===== src/rtl/pwm_capture.sv =====
// PWM capture: measures period and high time of a sampled PWM waveform, rising edge to
// rising edge, and reports a stuck line when no rising edge arrives within 2^CLEN-1 cycles.
module pwm_capture #(
    parameter int unsigned CLEN = 8
) (
    input  logic            clk,
    input  logic            rst,
    input  logic            en,
    input  logic            signal,
    output logic [CLEN-1:0] period_cnt,
    output logic [CLEN-1:0] high_cnt,
    output logic            valid,
    output logic            stuck,
    output logic            level
);

    typedef enum logic [1:0] {
        StIdle,
        StArm,
        StMeasure
    } state_e;

    localparam logic [CLEN-1:0] MaxCnt = '1;
    localparam logic [CLEN-1:0] OneCnt = CLEN'(1);

    state_e          state_q, state_d;
    logic            prev_q;
    logic [CLEN-1:0] cnt_q, cnt_d;
    logic [CLEN-1:0] hi_q, hi_d;
    logic [CLEN-1:0] period_q, period_d;
    logic [CLEN-1:0] high_q, high_d;
    logic            valid_q, valid_d;
    logic            stuck_q, stuck_d;
    logic            level_q, level_d;

    logic            rise;
    logic            timeout;
    logic [CLEN-1:0] sig_ext;

    assign rise    = signal & ~prev_q;
    // A rise on the same sample as cnt==MAX wins and is reported as a period of MAX.
    assign timeout = (cnt_q == MaxCnt) & ~rise;
    assign sig_ext = {{(CLEN-1){1'b0}}, signal};

    always_comb begin
        state_d  = state_q;
        cnt_d    = cnt_q;
        hi_d     = hi_q;
        period_d = period_q;
        high_d   = high_q;
        valid_d  = 1'b0;
        stuck_d  = stuck_q;
        level_d  = level_q;

        if (!en) begin
            state_d = StIdle;
            cnt_d   = '0;
            hi_d    = '0;
        end else begin
            unique case (state_q)
                StIdle: begin
                    cnt_d   = '0;
                    hi_d    = '0;
                    state_d = StArm;
                end
                StArm, StMeasure: begin
                    if (rise) begin
                        // The arming period is partial, so only MEASURE reports on a rise.
                        if (state_q == StMeasure) begin
                            period_d = cnt_q;
                            high_d   = hi_q;
                            valid_d  = 1'b1;
                            stuck_d  = 1'b0;
                        end
                        cnt_d   = OneCnt;
                        hi_d    = OneCnt;
                        state_d = StMeasure;
                    end else if (timeout) begin
                        period_d = '0;
                        high_d   = '0;
                        valid_d  = 1'b1;
                        stuck_d  = 1'b1;
                        level_d  = signal;
                        cnt_d    = '0;
                        hi_d     = '0;
                        state_d  = StArm;
                    end else begin
                        cnt_d = cnt_q + OneCnt;
                        if (state_q == StMeasure) begin
                            hi_d = hi_q + sig_ext;
                        end
                    end
                end
                default: begin
                    state_d = StIdle;
                    cnt_d   = '0;
                    hi_d    = '0;
                end
            endcase
        end
    end

    always_ff @(posedge clk or negedge rst) begin
        if (!rst) begin
            state_q  <= StIdle;
            prev_q   <= 1'b0;
            cnt_q    <= '0;
            hi_q     <= '0;
            period_q <= '0;
            high_q   <= '0;
            valid_q  <= 1'b0;
            stuck_q  <= 1'b0;
            level_q  <= 1'b0;
        end else begin
            state_q  <= state_d;
            prev_q   <= signal;
            cnt_q    <= cnt_d;
            hi_q     <= hi_d;
            period_q <= period_d;
            high_q   <= high_d;
            valid_q  <= valid_d;
            stuck_q  <= stuck_d;
            level_q  <= level_d;
        end
    end

    assign period_cnt = period_q;
    assign high_cnt   = high_q;
    assign valid      = valid_q;
    assign stuck      = stuck_q;
    assign level      = level_q;

endmodule


===== config.mk =====
export PLATFORM = sky130hd
export DESIGN_NAME = pwm_capture
export DESIGN_NICKNAME = d
export VERILOG_FILES = /design/src/rtl/pwm_capture.sv
export SDC_FILE = /design/constraint.sdc
export NUM_CORES = 1
export LEC_CHECK = 0
export CAP_MARGIN = 40
export CORE_MARGIN = 2
export CORE_UTILIZATION = 54
export DETAILED_ROUTE_END_ITERATION = 16
export GPL_TIMING_DRIVEN = 0
export PLACE_DENSITY = 0.74
export RECOVER_POWER = 100
export SYNTH_ARGS = -nofsm -noshare
export SYNTH_HDL_FRONTEND = slang
export SYNTH_SLANG_ARGS = --single-unit

===== constraint.sdc =====
create_clock -name clk -period 2.3 [get_ports clk]
set_input_delay 0.575 -clock clk [delete_from_list [all_inputs] [get_ports clk]]
set_output_delay 0.575 -clock clk [all_outputs]
set_load 0.02 [all_outputs]

Word level (Yosys, flattened, before mapping)
Index checks and enable logic that the tools add are counted.

Bits in registers: 38. Latch bits: 0. RAM bits: 0. ROM bits: 0. Logic and storage cells: 52. Memories: 0.

Add/sub/neg operators: 2. Multiply operators: 0. Div/mod/pow operators: 0. Order comparisons: 0. Equality and inequality tests: 6. Shifts and indexed selects: 0. Multiplexer cells: 26. Bitwise gates (word level): 4. Reductions and logical operators: 5.

Operators with widths (count): 8-bit 2-to-1 mux (14); 8-bit by 1-bit adder with 8-bit output (1); 8-bit by 1-bit adder with 8-bit output, second input constant (1); 8-bit equality test, second input constant (1); 1-bit 2-to-1 mux (8); 4-bit AND reduction (2); 2-bit 2-to-1 mux (3); 5-bit inequality test, second input constant (1); 4-bit inequality test, second input constant (1); 2-bit one-hot mux with 2 select lines (1); 1-bit AND (2); 2-bit by 1-bit equality test with 1-bit output, second input constant (1); 2-bit equality test, second input constant (1); 2-bit logical NOT (1); 2-bit by 1-bit inequality test with 1-bit output, second input constant (1); 1-bit inverter (2); 2-bit nonzero test (1); 2-bit OR reduction (1).

Logic depth before layout (Yosys ltp)
Gate-level depths: netlist (run 1).

Word-level depth: 8. Gate-level depth with buffers: 9. Depth with buffers taken out: 6.

Least setup slack after synthesis (run 1)
Ideal clock, no wire load.

Path kind: register to register. Start: reg state_q[1]. End: reg stuck_q (netlist: stuck). Library setup time: 0.118 ns. Arrival: 1.567 ns. Required time: 2.182 ns. Slack: 0.615 ns. Cell stages (with the launch flop): 8. Clock period less this slack: 1.685 ns. Cells stage by stage: dfrtp_1 -> inv_1 -> ha_1 -> nand2_1 -> or3_1 -> buf_6 -> buf_6 -> a21o_1.

Word-level cells in the longest chain between the ends: 3. Elaborated cells between the ends (all ways): 5.

RTL lines: from (decl) (RTL line 26) `state_e state_q, state_d;`; from (signal assigned) (RTL line 105) `state_q <= StIdle;`; from (signal assigned) (RTL line 115) `state_q <= state_d;`; 2-bit equality test or 2-bit by 1-bit equality test with 1-bit output (tied branches) (RTL line 60, 69); 2-bit by 1-bit inequality test with 1-bit output (no line) or 2-bit OR reduction (tied branches); 4-bit AND reduction (no line) (*); to (signal assigned) (RTL line 122) `stuck_q <= stuck_d;`; to (decl) (RTL line 33) `logic stuck_q, stuck_d;`.

Mark *: on every way between the ends. The rest lies on a longest branch, timed or not. A chain may end at the register's enable or synchronous reset.

Final worst setup path (run 1)
Start: in signal. End: reg level_q (netlist: level).

Word-level cells in the longest chain between the ends: 4.

RTL lines: from (decl) (RTL line 9) `input logic signal,`; 1-bit AND (RTL line 40) `assign rise = signal & ~prev_q;`; 1-bit inverter (no line); 1-bit AND (RTL line 42) `assign timeout = (cnt_q == MaxCnt) & ~rise;`; 4-bit AND reduction (no line); to (signal assigned) (RTL line 123) `level_q <= level_d;`; to (decl) (RTL line 34) `logic level_q, level_d;`.

Parallel ways exist; a longest one is shown, timed or not.

==> impl_metrics.env, run 1 <==
export IMPL_status="finished clean"
export IMPL_die_h_um=60.67
export IMPL_drt_pass1_iterations=4
export IMPL_syn_area_per_cell_um2=10.32
export IMPL_die_w_um=60.67
export IMPL_place_gp_congestion=0.8312
export IMPL_wire_per_inst_um=13.38
export IMPL_io_pins=23
export IMPL_startpoint_type="input pin"
export IMPL_path_class="in2reg"
export IMPL_drt_total_wl_um=3237
export IMPL_num_rows=20
export IMPL_utilization_pct=66.80
export IMPL_rrSetupSlack_ns=0.32
export IMPL_multi_input_area_um2=708.2
export IMPL_register_area_um2=950.9
export IMPL_most_common_layout_cells="nand2_1, dfrtp_1, dlygate4sd3_1"
export IMPL_r2r_start="state_q[0]"
export IMPL_tightest_slew_ns=0.9229
export IMPL_setup_slack_ns=0.2176
export IMPL_yosysWarnings=0
export IMPL_synth_area_mm2=0.001734
export IMPL_synthArstFlopShare_pct=100.0
export IMPL_cpMaxStageDelayCell="dlygate4sd3_1"
export IMPL_hold_ws_ns=0.3443
export IMPL_layout_commonest_cell="nand2_1"
export IMPL_fin_crit_ns=2.082
export IMPL_fillers=267
export IMPL_final_max_slew_viol_count=0
export IMPL_grt_pass1_wl_um=5589
export IMPL_required_ns=2.54
export IMPL_cp_end_kind="register"
export IMPL_yosysUniqueCellTypes=34
export IMPL_synth_top_area_share_pct=54.83
export IMPL_areaGrowthSynthToFinish_pct=17.60
export IMPL_final_cells=242
export IMPL_place_ws_ns=-0.07423
export IMPL_cellLeakagePower_nw=0.9834
export IMPL_dieArea_mm2=0.003681
export IMPL_grt_max_degree=39
export IMPL_ys_seq_area_share_pct=54.83
export IMPL_path_delay_family="simple AND/OR/NAND/NOR gates"
export IMPL_path_clk_slew_ns=0.11
export IMPL_fp_coreArea_mm2=0.003053
export IMPL_antenna_found_initial=0
export IMPL_fmax_mhz=480.2
export IMPL_drt_iter0_markers=42
export IMPL_cts_buffers=5
export IMPL_drc=0
export IMPL_hpwl_um=2312
export IMPL_layout_nets=207
export IMPL_hp_class="in2async"
export IMPL_worst_r2r_cell_count=8
export IMPL_port_buffers=22
export IMPL_synth_top_cell_by_area="dfrtp_1"
export IMPL_arrival_ns=2.32
export IMPL_worstPathMaxFanout=9
export IMPL_synth_flop_cell="dfrtp_1"
export IMPL_viasPerCell=5.351
export IMPL_drive_gt1_share_pct=9.596
export IMPL_cp_slowest_stage_delay_ns=0.64
export IMPL_syn_nets=178
export IMPL_cts_buffer_depth=2
export IMPL_insertion_delay_ns=0.35
export IMPL_cts_hold_buf=0
export IMPL_slew_headroom_pct=38.48
export IMPL_crit_chain="dlygate4sd3_1 -> nand2b_4 -> nand3_1 -> nor2_8 -> mux2_1"
export IMPL_post_route_period_util_pct=90.54
export IMPL_start_util_pct=56.80
export IMPL_ir_worst_vdd_uv=394.8
export IMPL_vias=1295
export IMPL_setup_viol=0
export IMPL_path_buf_inv=1
export IMPL_cts_sinks=38
export IMPL_final_hold_violation_count=0
export IMPL_synthCells=168
export IMPL_num_antenna_cells=0
export IMPL_grt_pass1_vias=1249
export IMPL_maxCapViolations=0
export IMPL_synth_seq_cells=38
export IMPL_antenna_left=0
export IMPL_htree_levels=2
export IMPL_cts_tree="built"
export IMPL_synth_area_leaders="dfrtp_1, nand2_1, ha_1, nor2_1, xor2_1"
export IMPL_clockRootBuffer="clkbuf_4"
export IMPL_clock_skew_ns=0.002243
export IMPL_synth_edf_count=0
export IMPL_grt_overflow=0
export IMPL_rsz0062_at_grt="false"
export IMPL_r2r_end="period_cnt[0]"
export IMPL_post_cts_buffers=0
export IMPL_ctsResizeCount=0
export IMPL_pwr_density_cell_mw_per_mm2=588.0
export IMPL_grt_usage_pct=20.91
export IMPL_place_inst=234
-- final cells by class --
cell class	instances	area share [%]
flip-flops and latches	38	46.63
multi-input cells	122	34.72
repair buffers	22	10.55
clock buffers	7	2.699
well taps	44	2.699
plain buffers	5	1.902
inverters	3	0.5521
clock inverters	1	0.2454
-- worst register-to-register path: cells and delay by family (launching register included) --
family                     cells  cell delay [ns]
DFF                            1             0.37
and+or+nand+nor                3             0.37
buffers and inverters          3             0.66
AOI/OAI and AO/OA              1             0.17
adders and majority gates      1             0.33
-- Yosys cell counts (all sizes together) (3+ instances only) --
library cell	instances
inv	3
o21ai	17
xor2	7
buf	5
nand2	39
nand3	4
dfrtp	38
a21oi	5
nor2	19
ha	6
nand4	5
xnor2	4
-- routing by layer --
layer | global-route usage, % | routed length (µm) | share of wire [%] | vias to the layer above
met4 | 11.18 | 96 | 3.0 | 0
met3 | 5.757 | 148 | 4.6 | 12
met1 | 26.86 | 1502 | 46 | 623
met5 | 0 | 0 | 0 | -
li1 | - | - | - | 628
met2 | 32.26 | 1490 | 46 | 32
-- report_power, final --
group	internal [mW]	switching (mW)
logic	0.0435	0.0867
clock network	0.148	0.216
registers	0.686	0.0181
-- through the flow --
step	cell area, µm²	power, mW	setup TNS [ns]
after floorplan	1734	0.8019	0
after global placement	2009	0.8454	-5.782
after detailed placement	2004	0.8539	-0.07423
after CTS	2064	1.210	0
after global routing	2039	1.252	0
final	2039	1.199	0
-- worst max-delay path by stage --
| stage | slack (ns) | start | endpoint | depth (start not counted) |
|---|---|---|---|---|
| 2_1_floorplan | 0.62 | state_q[1] | stuck | 7 |
| 3_5_place_dp | -0.07 | signal | level | 5 |
| 4_1_cts | 0.30 | signal | level | 5 |
| 6_report | 0.22 | signal | level | 5 |
| 5_1_grt | 0.15 | signal | high_cnt[5] | 7 |
| 3_3_place_gp | -0.15 | rst | cnt_q[6] | 1 |
-- kinds of logic (layout without fill, tap and decap cells) --
family | after synthesis | count (layout) | synth area share, %
AND/OR/NAND/NOR | 76 | 76 | 21.79
flip-flops | 38 | 38 | 54.83
multiplexers | 4 | 4 | 2.453
XOR/XNOR | 11 | 11 | 5.555
adder cells (fa/ha/maj) | 6 | 6 | 4.329
buffers and inverters | 8 | 38 | 3.319
AO/OA/AOI/OAI | 25 | 25 | 7.720
-- state kept, by name, indices dropped and copies added, names as in the netlist --
signal / count
valid: 1
level: 1
high_cnt: 8
cnt_q: 8
state_q: 2
period_cnt: 8
stuck: 1
hi_q: 8
prev_q: 1
Note: power is estimated with default switching activity, not from simulation.
==> run 2: changes to the inputs <==
Settings changed: CAP_MARGIN 40 to not set, SKIP_CTS_REPAIR_TIMING set to 1.
==> results of run 2 <==
No change in the layout: final DEF, timing and power equal those of run 1.
